**config.mk**
```make
export PLATFORM = sky130hd
export DESIGN_NAME = gd_update_seq
export DESIGN_NICKNAME = d
export VERILOG_FILES = /design/src/rtl/gd_update_seq.sv
export SDC_FILE = /design/constraint.sdc
export NUM_CORES = 1
export LEC_CHECK = 0
export ABC_CLOCK_PERIOD_IN_PS = 5700
export CORE_UTILIZATION = 30
export DETAILED_ROUTE_END_ITERATION = 10
export GPL_ROUTABILITY_DRIVEN = 1
export GPL_TIMING_DRIVEN = 0
export SLEW_MARGIN = 20
export SYNTH_ARGS = -nofsm -noshare
export SYNTH_HDL_FRONTEND = slang
export SYNTH_SLANG_ARGS = --single-unit
```
**constraint.sdc**
```tcl
create_clock -name clk -period 5.7 [get_ports clk]
set_input_delay 0.855 -clock clk [delete_from_list [all_inputs] [get_ports clk]]
set_output_delay 0.855 -clock clk [all_outputs]
set_load 0.05 [all_outputs]
```
**src/rtl/gd_update_seq.sv**
```systemverilog
// -----------------------------------------------------------------------------
// gd_update_seq
// Sequencer for one gradient-descent update pass over N_PARAMS Q24.8
// parameters. For each index it reads theta/delta from the parameter store,
// drives the shared fixed-point add/sub unit, saturates on overflow, and
// writes the result back. Each element takes four cycles: READ, WAIT, EXEC
// and WRITE.
//
// Ports
//   clk, rst          rising-edge clock, asynchronous active-high reset
//   start, mode       run request (IDLE only); 0 = theta+delta, 1 = theta-delta
//   busy, done        run in progress (READ..WRITE); one-cycle end-of-run pulse
//   rd_en, rd_addr    parameter-store read request and index
//   rd_theta/delta    read data, valid the cycle after rd_en
//   au_a/au_b/au_sub_n_add   operands and op select to the add/sub unit
//   au_result/au_overflow    combinational result and overflow from the unit
//   wr_en/wr_addr/wr_data    write-back of the updated parameter
//   sat_cnt           number of saturated writes in the current/last run
// -----------------------------------------------------------------------------
module gd_update_seq #(
    parameter int N_PARAMS = 4,
    parameter int ADDR_W   = 2
) (
    input  logic              clk,
    input  logic              rst,
    input  logic              start,
    input  logic              mode,
    output logic              busy,
    output logic              done,
    output logic              rd_en,
    output logic [ADDR_W-1:0] rd_addr,
    input  logic [31:0]       rd_theta,
    input  logic [31:0]       rd_delta,
    output logic [31:0]       au_a,
    output logic [31:0]       au_b,
    output logic              au_sub_n_add,
    input  logic [31:0]       au_result,
    input  logic              au_overflow,
    output logic              wr_en,
    output logic [ADDR_W-1:0] wr_addr,
    output logic [31:0]       wr_data,
    output logic [ADDR_W:0]   sat_cnt
);

    typedef enum logic [2:0] {
        IDLE,
        READ,
        WAIT,
        EXEC,
        WRITE,
        DONE
    } state_t;

    localparam logic [ADDR_W-1:0] LAST_IDX = ADDR_W'(N_PARAMS - 1);

    state_t            state;
    logic [ADDR_W-1:0] idx;
    logic              mode_q;
    logic [31:0]       sat_value;

    // On overflow the unit's result sign is the opposite of the true sign, so
    // a negative-looking result means the true value overflowed upwards.
    always_comb begin
        sat_value = au_result;
        if (au_overflow) begin
            sat_value = au_result[31] ? 32'h7FFF_FFFF : 32'h8000_0000;
        end
    end

    // au_a/au_b double as the operand registers: they load at the end of
    // WAIT and hold until the next element's WAIT, so the unit inputs only
    // change on entry to EXEC.
    always_ff @(posedge clk or posedge rst) begin
        if (rst) begin
            state        <= IDLE;
            idx          <= '0;
            mode_q       <= 1'b0;
            busy         <= 1'b0;
            done         <= 1'b0;
            rd_en        <= 1'b0;
            rd_addr      <= '0;
            wr_en        <= 1'b0;
            wr_addr      <= '0;
            wr_data      <= '0;
            au_a         <= '0;
            au_b         <= '0;
            au_sub_n_add <= 1'b0;
            sat_cnt      <= '0;
        end else begin
            rd_en <= 1'b0;
            wr_en <= 1'b0;
            done  <= 1'b0;
            case (state)
                IDLE: begin
                    if (start) begin
                        state   <= READ;
                        idx     <= '0;
                        mode_q  <= mode;
                        sat_cnt <= '0;
                        busy    <= 1'b1;
                        rd_en   <= 1'b1;
                        rd_addr <= '0;
                    end
                end
                READ: begin
                    state <= WAIT;
                end
                WAIT: begin
                    au_a         <= rd_theta;
                    au_b         <= rd_delta;
                    au_sub_n_add <= mode_q;
                    state        <= EXEC;
                end
                EXEC: begin
                    wr_en   <= 1'b1;
                    wr_addr <= idx;
                    wr_data <= sat_value;
                    if (au_overflow) begin
                        sat_cnt <= sat_cnt + 1'b1;
                    end
                    state <= WRITE;
                end
                WRITE: begin
                    if (idx == LAST_IDX) begin
                        state <= DONE;
                        done  <= 1'b1;
                        busy  <= 1'b0;
                    end else begin
                        idx     <= idx + 1'b1;
                        rd_en   <= 1'b1;
                        rd_addr <= idx + 1'b1;
                        state   <= READ;
                    end
                end
                DONE: begin
                    state <= IDLE;
                end
                default: begin
                    state <= IDLE;
                end
            endcase
        end
    end

endmodule

```
==> results.toml, run 1 <==
[cts]
cts_setup_buffers = 0
clock_sinks = 112
cts_tree = "built"
path_clk_slew_ps = 70
insertion_delay_ps = 350
clock-root-buffer = "clkbuf_16"
postCtsHoldBufs = 0
cts_made_buffers = 9
cts_buffer_depth = 2
htreeDepth = 3
post_cts_resized = 0

[setup_path]
cp_max_fo = 5
critPathTopFamily = "buffers and inverters"
crit_slowest_cell = "clkdlybuf4s50_1"
critPathCaptureType = "primary output"
cp_cell_sequence = "clkdlybuf4s50_1"
crit_arrival_ps = 1620
path_class = "flop to primary output"
worstSetupStartpointType = "flop"
crit_buf_inv = 1
required_ps = 4850
slowest_delay_ps = 840

[die]
die_h_um = 127
start_util_pct = 30.7
core-area_mm2 = 0.0151
num_rows = 45
die_area_mm2 = 0.0160
io-pin-count = 209
die_width_um = 127

[sta]
slew_violations = 0
min_period_ps = 2480
skew_ps = 3.80
hold_viol = 0
rsz0062_at_grt = "no"
setup_viol = 0
finalSetupTns_ps = 0
min_period_over_period_pct = 43.4
clock.fmax_mhz = 404
tightestPinTransition_ps = 547
slew-limit-headroom_pct = 63.4
setup_ws_ps = 3220

[power]
p_sw_mw = 2.43
p_total_mw = 5.29
clkPwrFrac_pct = 12.1
power_frac_seq_pct = 26.4
switching_share_pct = 45.9
power.internal_mw = 2.86
leakage_nw = 3.17
comb_power_share_pct = 61.5
p_per_area_mw_per_mm2 = 725
ir_worst_vdd_v = 0.000255

[cells_and_area]
nets = 660
n_fill_cell = 1343
final_cell_mix = "207 x clkdlybuf4s50_1, 112 x dfrtp_1, 50 x mux2_4, 40 x nand2_1, 32 x a21oi_1"
finish.utilization_pct = 48.2
area_growth_pct = 56.8
diodes = 0
layout_commonest_cell = "clkdlybuf4s50_1"
drive_above_1_share_pct = 17.8

[global_route]
grt_max_degree = 67
grt_pass1_vias = 3649
grt.overflow.total = 0
grtUsageTotal_pct = 15.5
antenna_found_initial = 0
grt_pass1_wl_um = 19300

[synth]
ys_warn_count = 0
synthTopCellsByArea = "dfrtp_1 60%, mux2_4 16%, mux2_2 4.1%"
synth_area_per_cell_um2 = 13.8
synth_flop_cell = "dfrtp_1"
ys_types = 28
synth_top_area_share_pct = 60.2
netlist_area_mm2 = 0.00465
synth-edff-count = 0
synth-seq-cells = 112
syn_inst = 338
async_reset_ff_share_pct = 100
yosys.area.top_type = "dfrtp_1"
ys_seq_area_share_pct = 60.2
syn_nets = 441

[drt]
vias = 3424
drtIter0Drc = 91
ant_nets = 0
drt_pass1_iterations = 6
wl_um = 11900
wire_per_inst_um = 15.9
vias_per_cell = 4.57
drc = 0

[placement]
hpwl_um = 8870
gp_congestion = 0.749
post-place-ws_ps = 3390
portBuffers = 207

[outcome]
status = "finished clean"

[flow_run]
cap_violations = 0

[hold_path]
hp-class = "flop to flop"
[logic make-up after synthesis]
| logic type | share of synthesized area, % |
|---|---|
| flops | 60.2 |
| compound gates | 8.71 |
| mux | 20.3 |
| simple gates | 5.14 |
| buf+inv | 4.73 |
| xor+xnor | 0.377 |
| fa+ha+maj | 0.538 |
[metal layers]
| metal | vias up | GRT usage, % | routed length [µm] |
|---|---|---|---|
| met1 | 1653 | 18.6 | 5060 |
| met5 | - | 0 | 0 |
| li1 | 1602 | - | - |
| met3 | 14 | 6.37 | 1220 |
| met2 | 155 | 25.1 | 5460 |
| met4 | 0 | 5.10 | 174 |
[state kept, by name, indices dropped and copies added, names as in the netlist, 2 cells and up]
register and count:
wr_data 32, sat_cnt 3, idx 2, au_a 32, wr_addr 2, au_b 32
state 3
[cells in the mapped netlist (5+ instances only)]
cell and instances:
dfrtp_1 112, mux2_4 50, nand2_1 40, a21oi_1 32, o21ai_0 29, mux2_2 17, clkbuf_1 9, buf_12 5
buf_2 5
[layout make-up]
type                       instances  area, µm²  area share [%]
multi-input combinational        197       1630            22.3
clock inverter                     2       37.5           0.515
timing repair buffer             208       2100            28.8
clock buffer                      14        264            3.62
sequential                       112       2800            38.4
buffer                            25        205            2.81
tap                              188        235            3.23
inverter                           4       20.0           0.274
[path summary, 6_finish.rpt]
path | end | cells past startpoint | startpoint | slack (ps)
min in group asynchronous | au_b[31] | 2 | rst | 900
worst min-delay path | wr_data[3] | 2 | wr_data[3] | 490
max in group asynchronous | wr_data[13] | 3 | rst | 4130
worst min register to register | wr_data[3] | 2 | wr_data[3] | 490
worst max-delay path | rd_addr[1] | 1 | idx[1] | 3220
worst max register to register | au_b[21] | 5 | state[0] | 4070
[power by group through the flow]
| stage | clock (mW) | combinational [mW] | sequential, mW |
|---|---|---|---|
| final | 0.641 | 3.25 | 1.40 |
| after floorplan | 0 | 0.966 | 2.68 |
| after detailed placement | 0 | 3.27 | 1.41 |
| after CTS | 0.667 | 3.29 | 1.40 |
| after global placement | 0 | 3.25 | 1.39 |
| after global routing | 0.696 | 3.41 | 1.44 |
[stage by stage]
stage / std cells / hold slack, ps / cell area (µm²)
4_1_cts: 750 / 494 / 7290
6_report: 750 / 487 / 7290
2_1_floorplan: 338 / 477 / 4650
5_1_grt: 750 / 511 / 7290
3_5_place_dp: 734 / 476 / 6990
3_3_place_gp: 733 / 462 / 6960
Power figures use the tool's default switching activity.
==> run 2, diff against run 1 <==
ABC_CLOCK_PERIOD_IN_PS = 2200   (was 5700)
clock period = 2.2 ns   (was 5.7 ns; I/O delays follow)
==> results.toml, run 2 (same netlist as run 1, synthesis figures left out) <==
[outcome]
status = "finished clean"

[setup_path]
required_ps = 1870
r2r-start = "state[0]"
worstSetupStartpointType = "flop"
crit_arrival_ps = 1640
critPathTopFamily = "buffers and inverters"
cp_max_fo = 5
path_class = "flop to primary output"
endpoint = "rd_addr[1]"
reg2reg_to = "wr_data[1]"
crit_buf_inv = 1
path_depth = 1
crit_slowest_cell = "clkdlybuf4s50_1"
cp_cell_sequence = "clkdlybuf4s50_1"
rr_worst_depth = 6
critPathCaptureType = "primary output"
worst-r2r-setup-slack_ps = 600
slowest_delay_ps = 840
critPathLaunch = "idx[1]"

[cells_and_area]
nets = 663
final_cell_mix = "207 x clkdlybuf4s50_1, 112 x dfrtp_1, 50 x mux2_4, 40 x nand2_1, 32 x a21oi_1"
layout_commonest_cell = "clkdlybuf4s50_1"
area_growth_pct = 58.8
postLayoutCellArea_mm2 = 0.00739
drive_above_1_share_pct = 18.6
diodes = 0
reg_top3 = "au_a: 32 flops, au_b: 32 flops, wr_data: 32 flops"

[global_route]
grt_pass1_wl_um = 19300
grt_max_degree = 32
grtUsageTotal_pct = 15.5
antenna_found_initial = 0
grt.overflow.total = 0
grt_pass1_vias = 3596

[sta]
rsz0062_at_grt = "no"
clock.fmax_mhz = 509
skew_ps = 6.58
slew_violations = 0
tightestPinTransition_ps = 572
setup_viol = 0
min_period_ps = 1970
hold_viol = 0
slew-limit-headroom_pct = 61.8
min_period_over_period_pct = 89.4

[die]
die_area_mm2 = 0.0160
core-area_mm2 = 0.0151
num_rows = 45
die_width_um = 127
start_util_pct = 30.7
die_h_um = 127
io-pin-count = 209

[flow_run]
cap_violations = 0

[power]
switching_share_pct = 45.6
ir_worst_vdd_v = 0.000814
p_sw_mw = 6.28
comb_power_share_pct = 60.9
power.internal_mw = 7.50
p_per_area_mw_per_mm2 = 1870
leakage_nw = 3.21
p_total_mw = 13.8
clkPwrFrac_pct = 12.9
power_frac_seq_pct = 26.2

[hold_path]
min_from = "au_overflow"
hp-class = "input port to flop"

[cts]
htreeDepth = 3
cts_tree = "built"
path_clk_slew_ps = 70
cts_made_buffers = 9
post_cts_resized = 0
cts_setup_buffers = 0
clock_sinks = 112
postCtsHoldBufs = 0
cts_buffer_depth = 2
insertion_delay_ps = 360
clock-root-buffer = "clkbuf_16"

[placement]
portBuffers = 207
gp_congestion = 0.714
hpwl_um = 8830
placed_area_mm2 = 0.00707

[drt]
drt_pass1_iterations = 4
vias = 3404
drc = 0
vias_per_cell = 4.52
wire_per_inst_um = 15.7
ant_nets = 0
wl_um = 11800
drtIter0Drc = 74
-- run 2: cell types whose count changed in the layout (fill, tap and decap cells not counted) --
cell,before,now
clkbuf_1,12,10
clkbuf_8,2,1
inv_6,1,0
bufinv_16,1,2
buf_12,5,6
clkinvlp_4,1,3
buf_16,1,3
clkinv_2,0,1
-- run 2: power groups by stage --
stage               registers (mW)  logic (mW)  clock network (mW)
finish                        3.61        8.40                1.77
global route                  3.75        8.81                1.92
CTS                           3.63        8.48                1.84
detailed placement            3.65        8.45                   0
global placement              3.60        8.39                   0
floorplan                     6.93        2.50                   0
-- run 2: through the flow --
| stage | instances | utilization [%] | TNS, ps | setup slack [ps] | hold WS [ps] |
|---|---|---|---|---|---|
| 2_1_floorplan | 338 | - | 0 | 513 | 477 |
| 3_3_place_gp | 733 | 46.0 | -69100 | -623 | 463 |
| 3_5_place_dp | 737 | 46.7 | 0 | 469 | 469 |
| 4_1_cts | 753 | 48.8 | 0 | 228 | 323 |
| 5_1_grt | 753 | 48.8 | 0 | 181 | 345 |
| 6_report | 753 | 48.8 | 0 | 234 | 336 |
-- run 2: area by class of cell --
cell class	instances	area, µm²
tap	188	235
clock inverter	5	80.1
clock buffer	11	243
sequential	112	2800
fill	1345	7760
timing repair buffer	211	2170
inverter	4	18.8
buffer	25	205
multi-input combinational	197	1630
-- run 2: per-layer routing --
| metal | routed length, µm | GRT usage, % |
|---|---|---|
| met4 | 150 | 5.10 |
| met2 | 5410 | 24.3 |
| met1 | 5100 | 19.2 |
| met3 | 1160 | 6.62 |
| met5 | 0 | 0 |
-- run 2: worst min-delay path by stage --
stage / to / slack (ps) / cells past startpoint
final: sat_cnt[1] / 340 / 2
after global routing: sat_cnt[1] / 340 / 2
after CTS: sat_cnt[1] / 320 / 2
after detailed placement: wr_data[13] / 470 / 2
after global placement: wr_data[12] / 460 / 2
after floorplan: au_sub_n_add / 480 / 1
==> run 3, diff against run 2 <==
CORE_MARGIN = 4   (was not set)
==> results.toml, run 3 (same netlist as run 1, synthesis figures left out) <==
[sta]
slew-limit-headroom_pct = 60.9
hold_viol = 0
min_period_ps = 1960
rsz0062_at_grt = "no"
skew_ps = 5.41
finalSetupTns_ps = 0
tightestPinTransition_ps = 585
min_period_over_period_pct = 89.1
setup_viol = 0
clock.fmax_mhz = 510
slew_violations = 0

[drt]
vias_per_cell = 4.53
vias = 3391
drc = 0
wire_per_inst_um = 16.6
drt_pass1_iterations = 5
wl_um = 12500
drtIter0Drc = 98
ant_nets = 0

[hold_path]
hp-class = "input port to flop"
min_to = "sat_cnt[1]"
min_from = "au_overflow"
min_path_cells = 2

[power]
ir_worst_vdd_v = 0.000876
leakage_nw = 3.18
p_per_area_mw_per_mm2 = 1880
p_total_mw = 13.7

[setup_path]
worst-r2r-setup-slack_ps = 570
critPathCaptureType = "primary output"
rr_worst_depth = 6
crit_arrival_ps = 1630
reg2reg_to = "wr_data[5]"
crit_buf_inv = 1
critPathTopFamily = "buffers and inverters"
slowest_delay_ps = 850
path_class = "flop to primary output"
r2r-start = "state[0]"
cp_cell_sequence = "clkdlybuf4s50_1"
cp_max_fo = 5
worstSetupStartpointType = "flop"
crit_slowest_cell = "clkdlybuf4s50_1"
required_ps = 1870

[cts]
cts_made_buffers = 9
cts_buffer_depth = 2
clock_sinks = 112
insertion_delay_ps = 350
postCtsHoldBufs = 0
htreeDepth = 3
cts_setup_buffers = 0
post_cts_resized = 0
path_clk_slew_ps = 70
cts_tree = "built"
clock-root-buffer = "clkbuf_16"

[die]
core-area_mm2 = 0.0152
start_util_pct = 30.6
die_width_um = 133
die_area_mm2 = 0.0176
num_rows = 45
die_h_um = 133
io-pin-count = 209

[placement]
dp_cells = 736
portBuffers = 207
hpwl_um = 9330
gp_congestion = 0.773

[global_route]
grt.overflow.total = 0
grt_pass1_vias = 3714
antenna_found_initial = 0
grtUsageTotal_pct = 14.4
grt_max_degree = 35
grt_pass1_wl_um = 20300

[flow_run]
cap_violations = 0

[cells_and_area]
nets = 662
reg_top3 = "au_a: 32 flops, au_b: 32 flops, wr_data: 32 flops"
diodes = 0
area_growth_pct = 57.4
layoutNonFillerInstCount = 749
drive_above_1_share_pct = 18.2
final_cell_mix = "207 x clkdlybuf4s50_1, 112 x dfrtp_1, 50 x mux2_4, 40 x nand2_1, 32 x a21oi_1"
layout_commonest_cell = "clkdlybuf4s50_1"

[outcome]
status = "finished clean"
## run 3: cell count changes in the layout (fill, tap and decap cells not counted)
cell,change
buf_16,-3
buf_12,+2
clkbuf_1,-1
clkbuf_8,-1
clkinvlp_4,-1
## run 3: area by class of cell
class | count | area, µm²
Buffer | 25 | 205
Clock buffer | 9 | 225
Clock inverter | 4 | 72.6
Fill cell | 1348 | 7880
Inverter | 4 | 18.8
Multi-Input combinational cell | 197 | 1630
Sequential cell | 112 | 2800
Tap cell | 188 | 235
Timing Repair Buffer | 210 | 2130
## run 3: worst max path at each step
stage | startpoint | endpoint | cells past startpoint
after floorplan | rst | au_a[0] | 1
after global placement | rst | wr_data[3] | 2
after detailed placement | au_result[31] | wr_data[9] | 6
after CTS | idx[1] | rd_addr[1] | 1
after global routing | idx[1] | rd_addr[1] | 1
final | idx[0] | rd_addr[0] | 1
## run 3: where the power goes
part	switching, mW	leakage [nW]	internal (mW)
Combinational	5.04	1.68	3.39
Sequential	0.532	1.36	3.07
Clock	0.708	0.143	0.977
## run 3: routing by layer
metal  part of all wire, %  routed length (µm)  up-vias  global-route usage, %
met5                     0                   0        -                      0
met4                   1.5                 191        0                   4.10
met3                   7.6                 948       12                   5.44
met2                    48                5960      135                   23.7
met1                    43                5370     1640                   17.6
li1                      -                   -     1604                      -
## run 3: stage by stage
step	hold WS (ps)	cell area [µm²]	worst slack (ps)	utilization, %
2_1_floorplan	477	4660	513	-
3_3_place_gp	462	6960	-612	45.8
3_5_place_dp	471	7020	434	46.2
4_1_cts	344	7320	217	48.2
5_1_grt	365	7320	186	48.2
6_report	347	7320	239	48.2
